[src/rtl/sram_like_arbiter_pkg.sv]
// Shared encodings for the sram-like two-master arbiter: FSM states, owner ids
// and transfer size codes.
package sram_like_arbiter_pkg;

  typedef enum logic [1:0] {
    ST_IDLE = 2'd0,
    ST_ADDR = 2'd1,
    ST_DATA = 2'd2
  } state_t;

  typedef enum logic {
    OWN_INST = 1'b0,
    OWN_DATA = 1'b1
  } owner_t;

  localparam logic [1:0] SIZE_BYTE = 2'd0;
  localparam logic [1:0] SIZE_HALF = 2'd1;
  localparam logic [1:0] SIZE_WORD = 2'd2;

endpackage

[src/rtl/sram_like_arbiter_grant.sv]
// Combinational winner selection between inst and data masters.
// ARB_ROUND_ROBIN_EN selects round-robin; otherwise data has fixed priority.
module sram_like_grant
  import sram_like_arbiter_pkg::*;
(
  input  logic   i_inst_req,
  input  logic   i_data_req,
`ifdef ARB_ROUND_ROBIN_EN
  input  owner_t i_last_owner,
`endif
  output owner_t o_grant
);

  // Pick the winner for the current IDLE cycle
  always_comb begin
    o_grant = OWN_INST;
`ifdef ARB_ROUND_ROBIN_EN
    if (i_inst_req && i_data_req) begin
      o_grant = (i_last_owner == OWN_INST) ? OWN_DATA : OWN_INST;
    end else if (i_data_req) begin
      o_grant = OWN_DATA;
    end else begin
      o_grant = OWN_INST;
    end
`else
    if (i_data_req) begin
      o_grant = OWN_DATA;
    end else begin
      o_grant = OWN_INST;
    end
`endif
  end

endmodule

[src/rtl/sram_like_arbiter.sv]
// Shares one sram-like slave between an inst and a data master, one transfer
// in flight. Define ARB_ROUND_ROBIN_EN for round-robin instead of data priority.
module sram_like_arbiter
  import sram_like_arbiter_pkg::*;
#(
  parameter int ADDR_W = 32
) (
  input  logic              clk,
  input  logic              resetn,
  input  logic              inst_req,
  input  logic              inst_wr,
  input  logic [1:0]        inst_size,
  input  logic [ADDR_W-1:0] inst_addr,
  input  logic [31:0]       inst_wdata,
  output logic [31:0]       inst_rdata,
  output logic              inst_addr_ok,
  output logic              inst_data_ok,
  input  logic              data_req,
  input  logic              data_wr,
  input  logic [1:0]        data_size,
  input  logic [ADDR_W-1:0] data_addr,
  input  logic [31:0]       data_wdata,
  output logic [31:0]       data_rdata,
  output logic              data_addr_ok,
  output logic              data_data_ok,
  output logic              bus_req,
  output logic              bus_wr,
  output logic [1:0]        bus_size,
  output logic [ADDR_W-1:0] bus_addr,
  output logic [31:0]       bus_wdata,
  input  logic [31:0]       bus_rdata,
  input  logic              bus_addr_ok,
  input  logic              bus_data_ok
);

  state_t r_state;
  owner_t r_owner;
  owner_t w_grant;
  logic   w_owner_req;
  logic   w_addr_ok;
  logic   w_data_ok;

`ifdef ARB_ROUND_ROBIN_EN
  owner_t r_last_owner;

  sram_like_grant u_grant (
    .i_inst_req   (inst_req),
    .i_data_req   (data_req),
    .i_last_owner (r_last_owner),
    .o_grant      (w_grant)
  );

  // Round-robin pointer follows each grant taken in IDLE
  always_ff @(posedge clk or negedge resetn) begin
    if (!resetn) begin
      r_last_owner <= OWN_INST;
    end else if (r_state == ST_IDLE && (inst_req || data_req)) begin
      r_last_owner <= w_grant;
    end else begin
      r_last_owner <= r_last_owner;
    end
  end
`else
  sram_like_grant u_grant (
    .i_inst_req (inst_req),
    .i_data_req (data_req),
    .o_grant    (w_grant)
  );
`endif

  assign w_owner_req = (r_owner == OWN_DATA) ? data_req : inst_req;

  // Transaction FSM; a dropped request in ADDR abandons the transfer
  always_ff @(posedge clk or negedge resetn) begin
    if (!resetn) begin
      r_state <= ST_IDLE;
      r_owner <= OWN_INST;
    end else begin
      case (r_state)
        ST_IDLE: begin
          if (inst_req || data_req) begin
            r_owner <= w_grant;
            r_state <= ST_ADDR;
          end
        end
        ST_ADDR: begin
          if (!w_owner_req) begin
            r_state <= ST_IDLE;
          end else if (bus_addr_ok) begin
            r_state <= bus_data_ok ? ST_IDLE : ST_DATA;
          end
        end
        ST_DATA: begin
          if (bus_data_ok) begin
            r_state <= ST_IDLE;
          end
        end
        default: begin
          r_state <= ST_IDLE;
          r_owner <= OWN_INST;
        end
      endcase
    end
  end

  // Bus request mux and handshake routing to the current owner only
  always_comb begin
    bus_req   = (r_state == ST_ADDR) && w_owner_req;
    bus_wr    = 1'b0;
    bus_size  = 2'd0;
    bus_addr  = '0;
    bus_wdata = 32'd0;
    if (r_owner == OWN_DATA) begin
      bus_wr    = data_wr;
      bus_size  = data_size;
      bus_addr  = data_addr;
      bus_wdata = data_wdata;
    end else begin
      bus_wr    = inst_wr;
      bus_size  = inst_size;
      bus_addr  = inst_addr;
      bus_wdata = inst_wdata;
    end
    w_addr_ok = bus_req && bus_addr_ok;
    w_data_ok = ((r_state == ST_DATA) && bus_data_ok) || (w_addr_ok && bus_data_ok);
  end

  assign inst_addr_ok = w_addr_ok && (r_owner == OWN_INST);
  assign data_addr_ok = w_addr_ok && (r_owner == OWN_DATA);
  assign inst_data_ok = w_data_ok && (r_owner == OWN_INST);
  assign data_data_ok = w_data_ok && (r_owner == OWN_DATA);
  assign inst_rdata   = (r_owner == OWN_INST) ? bus_rdata : 32'd0;
  assign data_rdata   = (r_owner == OWN_DATA) ? bus_rdata : 32'd0;

endmodule

[config.mk]
export PLATFORM = sky130hd
export DESIGN_NAME = sram_like_arbiter
export DESIGN_NICKNAME = d
export VERILOG_FILES = /design/src/rtl/sram_like_arbiter_pkg.sv /design/src/rtl/sram_like_arbiter_grant.sv /design/src/rtl/sram_like_arbiter.sv
export SDC_FILE = /design/constraint.sdc
export NUM_CORES = 1
export LEC_CHECK = 0
export CORE_AREA = 2 2 119 121
export CTS_CLUSTER_DIAMETER = 200
export DETAILED_ROUTE_END_ITERATION = 6
export DIE_AREA = 0 0 121 123
export PLACE_DENSITY_LB_ADDON = 0.08
export SETUP_SLACK_MARGIN = 0.4
export SLEW_MARGIN = 20
export SYNTH_ARGS = -nofsm -noshare
export SYNTH_HDL_FRONTEND = slang
export SYNTH_SLANG_ARGS = --single-unit
[constraint.sdc]
create_clock -name clk -period 1.6 [get_ports clk]
set_input_delay 0.16 -clock clk [delete_from_list [all_inputs] [get_ports clk]]
set_output_delay 0.16 -clock clk [all_outputs]
set_load 0.01 [all_outputs]
### After elaboration in Yosys (flattened, before gate mapping)

Cells that the tools add are included.

| storage, ports and cells | value |
|---|---|
| bits in registers | 3 |
| bits of input ports | 172 |
| output and inout port bits | 136 |
| logic and storage cells | 39 |

| cells by class | value |
|---|---|
| eq/ne operators | 5 |
| muxes and demuxes | 16 |
| bitwise gates (word level) | 2 |
| reductions and logical operators | 14 |

Operators with widths:

| cell | count |
|---|---|
| $mux W32 | 4 |
| $mux W2 | 6 |
| $logic_and A1 B1 Y1 | 8 |
| $pmux W2 S3 | 1 |
| $mux W1 | 4 |
| $ne A2 B2 Y1 const B | 2 |
| $ne A3 B3 Y1 const B | 1 |
| $reduce_and A3 Y1 | 1 |
| $eq A2 B1 Y1 const B | 1 |
| $eq A2 B2 Y1 const B | 1 |
| $logic_not A2 Y1 | 1 |
| $logic_or A1 B1 Y1 | 2 |
| $not A1 Y1 | 2 |
| $pmux W1 S2 | 1 |
| $reduce_and A2 Y1 | 1 |
| $reduce_or A2 Y1 | 1 |

### Logic depth before layout (Yosys ltp)

Gate-level depths: netlist of the first run.

| logic depth | value |
|---|---|
| word-level depth | 6 |
| gate-level depth with buffers | 5 |
| gate-level depth less buffers | 5 |

### Hierarchy

A second synthesis of the first run with hierarchy kept.

| second synthesis, totals | value |
|---|---|
| cell total of the unflattened synthesis | 176 |
| area total of the unflattened synthesis | 1515.2 sq um |

Modules (own cells, without submodules):

| module | times used | cells an instance | area an instance (sq um) | seq. area each (sq um) |
|---|---|---|---|---|
| sram_like_arbiter | 1 | 175 | 1507.7 | 75.1 |
| sram_like_grant | 1 | 1 | 7.5 | 0.0 |

### Worst setup path before layout of the first run

OpenSTA, ideal clock, no wires.

| timing path | value |
|---|---|
| kind | register to register |
| start | register r_state[1] |
| end | register r_state[0] |
| setup time | 0.128 ns |
| arrival | 1.320 ns |
| required time | 1.472 ns |
| path slack | 0.153 ns |
| cell stages (with the launch flop) | 6 |
| path buffers | 0 |
| clock period less this slack | 1.447 ns |
| path through | dfrtp_1 > inv_1 > ha_1 > nor2b_1 > a221oi_2 > mux2_1 |

| on the way | value |
|---|---|
| cells in the longest elaborated chain, start to end | 3 |
| elaborated cells between the ends (all ways) | 8 |
| those cells by class | eq/ne: 5; mux: 1; reduce/logical: 2 |

Ends and longest elaborated chain:

| what | RTL line | RTL |
|---|---|---|
| start: declaration | sram_like_arbiter.sv:36 | `state_t r_state;` |
| start signal: assignment | sram_like_arbiter.sv:90 | `r_state <= bus_data_ok ? ST_IDLE : ST_DATA;` |
| $eq A2 B1 Y1 (tied with other cells) | sram_like_arbiter.sv:79 | `case (r_state)` |
| $ne A3 B3 Y1 (no line) or $ne A2 B2 Y1 (tied branches) | - |  |
| $reduce_and A3 Y1 (no line) | - |  |

Several ways; a longest one is shown, not always the timed one.
A chain may end at the register's enable or synchronous reset.

### Worst setup path in the final report of the first run

| timing path | value |
|---|---|
| start | register r_owner |
| end | output bus_wdata[30] |

| on the way | value |
|---|---|
| cells in the longest elaborated chain, start to end | 1 |

Ends and longest elaborated chain:

| what | RTL line | RTL |
|---|---|---|
| start: declaration | sram_like_arbiter.sv:37 | `owner_t r_owner;` |
| start signal: assignment | sram_like_arbiter.sv:82 | `r_owner <= w_grant;` |
| $mux W32 | sram_like_arbiter.sv:113 | `if (r_owner == OWN_DATA) begin` |
| end: declaration | sram_like_arbiter.sv:30 | `output logic [31:0] bus_wdata,` |

No other way between the ends.

==> flow_metrics.env, run 1 <==
export IMPL_status="complete, but fails checks"
export IMPL_violations="setup timing"
export IMPL_power_density_mw_per_mm2=1210
export IMPL_p_leak_nw=2.69
export IMPL_tightest_slew_ns=0.250
export IMPL_io_buffer_count=307
export IMPL_dp_cells=664
export IMPL_area_delta_synth_final_pct=305
export IMPL_setup_ws_ns=-0.196
export IMPL_cts_buffers=3
export IMPL_end_kind="output port"
export IMPL_die_area_sq_mm=0.0149
export IMPL_place_congestion=0.717
export IMPL_rows=43
export IMPL_cts_sinks=3
export IMPL_firstDrtPassIters=2
export IMPL_final_setup_tns_ns=-8.27
export IMPL_grt_usage=0.133
export IMPL_synth_edf_count=0
export IMPL_async_flop_share=1.00
export IMPL_total_power_w=0.00734
export IMPL_dpl_hpwl_mm=9.31
export IMPL_hold_viol=0
export IMPL_vias=2748
export IMPL_grt_pass1_wl_mm=15.3
export IMPL_cap_violations=0
export IMPL_setup_viol=102
export IMPL_max_slew_margin=0.833
export IMPL_drc_errors=0
export IMPL_synth_flop_cell="dfrtp_1"
export IMPL_dr_first_iter_drc_count=32
export IMPL_path_class="reg2out"
export IMPL_dieWidth_um=121
export IMPL_fin_crit_sh=1.12
export IMPL_timing_fmax_ghz=0.557
export IMPL_vias_per_cell=3.83
export IMPL_grt_ovfl_total=0
export IMPL_clockBufferDepth=2
export IMPL_netlist_instances=175
export IMPL_period_needed_ns=1.80
export IMPL_crit_fanout=7
export IMPL_fin_nets=714
export IMPL_antenna_found_initial=0
export IMPL_clock_root_buffer="clkbuf_16"
export IMPL_regArea_sq_um=78.8
export IMPL_holdBufCountCts=0
export IMPL_io_pins=308
export IMPL_critPathRequiredTime_ns=1.44
export IMPL_synth_net_count=351
export IMPL_synthesis_area_sq_mm=0.00149
export IMPL_ctsHtreeMaxLevel=1
export IMPL_insertion_delay_ns=0.22
export IMPL_yosysSeqAreaShare=0.0503
export IMPL_start_util=0.110
export IMPL_drive_gt1_frac=0.650
export IMPL_die_h_um=123
export IMPL_arrival_ns=1.64
export IMPL_multi_input_area_sq_mm=0.00176
export IMPL_skew_ns=0.00102
export IMPL_ir_worst_vdd_mv=0.805
export IMPL_grt_pass1_vias=2651
export IMPL_synth_avg_cell_area_sq_um=8.54
export IMPL_ys_types=22
export IMPL_num_antenna_cells=0
export IMPL_startpoint_type="flop"
export IMPL_path_clk_slew_ns=0.03
export IMPL_drt_wl_total_mm=12.2
export IMPL_grt_max_degree=24
export IMPL_n_fill_cell=1328
export IMPL_wl_per_cell_um=17.1
export IMPL_cts_tree="built"
export IMPL_stdcell_count=717
export IMPL_ys_seq_elements=3
export IMPL_hp_class="in2async"
export IMPL_yosys_warnings=0
export IMPL_antenna_left=0
export IMPL_slew_violations=0
export IMPL_core_area_sq_mm=0.0136
export IMPL_grt_setup_unrepaired="yes"
kinds of logic after synthesis:
family	count (synthesis)	share of synthesized area
AND/OR/NAND/NOR	77	0.316
flip-flops	3	0.0502
multiplexers	69	0.523
AO/OA/AOI/OAI	4	0.0218
buffers and inverters	18	0.0561
adder cells (fa/ha/maj)	4	0.0335
timing repair:
action	in CTS	in global routing
endpoints found under the setup margin	139	139
setup buffers	11	26
gates cloned	6	6
endpoints found under the hold margin	0	0
resized for setup	501	235
pin swaps	3	6
layer usage:
layer	track usage	up-vias	wire [um]
met5	0	-	0
met4	0.0138	0	32
met3	0.0401	2	1210
met2	0.268	156	6810
met1	0.139	1269	4190
li1	-	1321	-
registers in the layout, summed over array words and instances (netlist names):
signal / count
r_state: 2
r_owner: 1
through the flow:
| stage | hold slack, ns | instance area, sq um | utilization | setup slack [ns] |
|---|---|---|---|---|
| 5_1_grt | 0.123 | 6050 | 0.445 | -0.227 |
| 2_1_floorplan | -0.136 | 1700 | - | 0.197 |
| 6_report | 0.118 | 6050 | 0.445 | -0.196 |
| 3_3_place_gp | 0.354 | 5080 | 0.373 | -0.300 |
| 4_1_cts | 0.120 | 5240 | 0.385 | -0.229 |
| 3_5_place_dp | 0.353 | 5080 | 0.373 | -0.313 |
area by class of cell:
type	count	area share
repair buffers	373	0.645
multi-input cells	154	0.290
well taps	180	0.0372
flip-flops and latches	3	0.0130
clock buffers	4	0.0130
inverters	3	0.00186
where the power goes:
group / switching [W] / internal [W]
Sequential: 0.0000656 / 0.000113
Combinational: 0.00245 / 0.00432
Clock: 0.0000642 / 0.000328
synthesized netlist by cell type, types with 2 or more instances:
library cell  count  area [sq um]
nor2b_1          34           213
and2_1           33           206
nor2_1            2          7.51
ha_1              4          50.1
dfrtp_1           3          75.1
inv_1             3          11.3
clkbuf_1          2          7.51
nand2_1           2          7.51
mux2_2           67           754
buf_2            13          65.1
cell usage in the layout (no fill, tap or decap), drive strengths merged:
master and n:
a221oi 1, a31oi 1, and2 33, and3 1, buf 172, clkbuf 33, clkdlybuf4s15 1, clkdlybuf4s50 171
dfrtp 3, ha 4, inv 3, mux2 69, nand2 2, nand3 1, nand3b 1, nor2 2
nor2b 34, nor3 1, nor3b 1, o21ai 1, o22ai 1, or3 1
worst max-delay path, stage by stage, from the launching register on:
cell and delay (ns):
dfrtp_4 0.54, buf_12 0.18, clkbuf_16 0.16, buf_6 0.11, mux2_4 0.29, buf_6 0.12
path summary, 6_finish.rpt:
kind	cells past startpoint	end	from	slack (ns)
worst max-delay path	5	bus_wdata[30]	r_owner	-0.20
max in group asynchronous	1	r_owner	resetn	1.33
min in group clk	1	r_state[0]	r_state[0]	0.62
worst min register to register	1	r_state[0]	r_state[0]	0.62
worst max register to register	4	r_state[0]	r_owner	-0.15
worst min-delay path	1	r_owner	resetn	0.12
(Power assumes the default switching activity.)
==> run 2: changes to the inputs <==
--- a/config.mk
+++ b/config.mk
@@ -10,6 +10,7 @@
 export DETAILED_ROUTE_END_ITERATION = 6
 export DIE_AREA = 0 0 121 123
 export PLACE_DENSITY_LB_ADDON = 0.08
+export RECOVER_POWER = 100
 export SETUP_SLACK_MARGIN = 0.4
 export SLEW_MARGIN = 20
 export SYNTH_ARGS = -nofsm -noshare
==> flow_metrics.env, run 2 (synthesis results as in run 1) <==
export IMPL_status="complete, but fails checks"
export IMPL_violations="setup timing"
export IMPL_grt_pass1_vias=2651
export IMPL_dpl_hpwl_mm=9.31
export IMPL_dp_cells=664
export IMPL_startpoint_type="flop"
export IMPL_period_needed_ns=1.80
export IMPL_p_leak_nw=2.69
export IMPL_drt_wl_total_mm=12.2
export IMPL_critPathRequiredTime_ns=1.44
export IMPL_power_density_mw_per_mm2=1210
export IMPL_drive_gt1_frac=0.650
export IMPL_path_class="reg2out"
export IMPL_start_util=0.110
export IMPL_firstDrtPassIters=2
export IMPL_rows=43
export IMPL_clock_root_buffer="clkbuf_16"
export IMPL_path_clk_slew_ns=0.03
export IMPL_antenna_found_initial=0
export IMPL_antenna_left=0
export IMPL_core_area_sq_mm=0.0136
export IMPL_layout_commonest_cell="clkdlybuf4s50_1"
export IMPL_ir_worst_vdd_mv=0.805
export IMPL_layout_common_cells="170 x clkdlybuf4s50_1, 103 x buf_6, 62 x mux2_2, 33 x and2_4, 30 x buf_2"
export IMPL_place_congestion=0.717
export IMPL_max_slew_margin=0.833
export IMPL_io_pins=308
export IMPL_crit_fanout=7
export IMPL_fin_crit_sh=1.12
export IMPL_arrival_ns=1.64
export IMPL_cap_violations=0
export IMPL_cts_tree="built"
export IMPL_wl_per_cell_um=17.1
export IMPL_vias_per_cell=3.83
export IMPL_hp_class="in2async"
export IMPL_clockBufferDepth=2
export IMPL_die_area_sq_mm=0.0149
export IMPL_timing_rr_end="r_state[0]"
export IMPL_stdcell_count=717
export IMPL_r2r_slack_ns=-0.15
export IMPL_end_kind="output port"
export IMPL_timing_rr_start="r_owner"
export IMPL_grt_max_degree=24
export IMPL_grt_usage=0.133
export IMPL_timing_fmax_ghz=0.557
export IMPL_largest_reg_flops=2
export IMPL_tightest_slew_ns=0.250
export IMPL_top_register="r_state"
export IMPL_drc_errors=0
export IMPL_ctsHtreeMaxLevel=1
export IMPL_r2r_cells=4
export IMPL_slew_violations=0
export IMPL_io_buffer_count=307
export IMPL_dr_first_iter_drc_count=32
export IMPL_grt_pass1_wl_mm=15.3
export IMPL_grt_ovfl_total=0
export IMPL_hold_viol=0
export IMPL_cts_buffers=3
export IMPL_num_antenna_cells=0
export IMPL_setup_viol=102
export IMPL_reg_largest_list="r_state (2), r_owner (1)"
export IMPL_vias=2748
export IMPL_grt_setup_unrepaired="yes"
export IMPL_placed_area_sq_mm=0.00508
export IMPL_fin_nets=714
export IMPL_dieWidth_um=121
export IMPL_postLayoutCellArea_sq_mm=0.00605
export IMPL_cts_sinks=3
export IMPL_area_delta_synth_final_pct=305
export IMPL_insertion_delay_ns=0.22
export IMPL_die_h_um=123
export IMPL_skew_ns=0.00102
export IMPL_setup_ws_ns=-0.196
## run 2: cell count changes in the layout (fill, tap and decap cells not counted), sizes merged
cell	before	now
clkdlybuf4s50	171	170
dlygate4sd3	0	1
## run 2: stage by stage
step	total power [W]	TNS, ns	utilization	hold WS, ns	setup WS, ns
2_1_floorplan	0.00234	0	-	-0.136	0.197
3_3_place_gp	0.00487	-13.39	0.373	0.354	-0.300
3_5_place_dp	0.00487	-13.87	0.373	0.353	-0.313
4_1_cts	0.00576	-11.04	0.385	0.120	-0.229
5_1_grt	0.00776	-12.22	0.445	0.192	-0.227
6_report	0.00734	-8.27	0.445	0.187	-0.196
## run 2: worst max-delay path by stage
stage          startpoint       endpoint  cells past startpoint
4_1_cts           r_owner   bus_wdata[9]                      4
6_report          r_owner  bus_wdata[30]                      5
2_1_floorplan  r_state[0]     r_state[0]                      5
3_5_place_dp     data_req   inst_data_ok                      6
3_3_place_gp     inst_req   inst_data_ok                      6
5_1_grt           r_owner  bus_wdata[30]                      5
## run 2: worst max-delay path, stage by stage, from the launching register on
cell and delay [ns]:
dfrtp_4 0.54, buf_12 0.18, clkbuf_16 0.16, buf_6 0.11
mux2_4 0.29, buf_6 0.12
## run 2: area by class of cell
| type | count | area (sq um) |
|---|---|---|
| fill | 1328 | 7560 |
| timing repair buffer | 373 | 3900 |
| sequential | 3 | 78.8 |
| tap | 180 | 225 |
| clock buffer | 4 | 78.8 |
| inverter | 3 | 11.3 |
| multi-input combinational | 154 | 1760 |
## run 2: power breakdown
group	total [W]	switching [W]	internal, W	leakage (nW)
Sequential	0.000178	0.0000656	0.000113	0.0368
Clock	0.000393	0.0000642	0.000328	0.0382
Combinational	0.00677	0.00245	0.00432	2.62
Total	0.00734	0.00258	0.00476	2.69
## run 2: timing repair
| action | in CTS | in global routing |
|---|---|---|
| gates cloned | 6 | 6 |
| hold buffers | 0 | 0 |
| pin swaps | 3 | 6 |
| gates resized for setup | 501 | 235 |
| setup endpoints to repair | 139 | 139 |
| buffers inserted | 11 | 26 |
## run 2: routing by layer
layer | routed length, um | up-vias | track usage
li1 | - | 1321 | -
met1 | 4190 | 1269 | 0.139
met2 | 6810 | 156 | 0.268
met3 | 1210 | 2 | 0.0401
met4 | 32 | 0 | 0.0138
met5 | 0 | - | 0
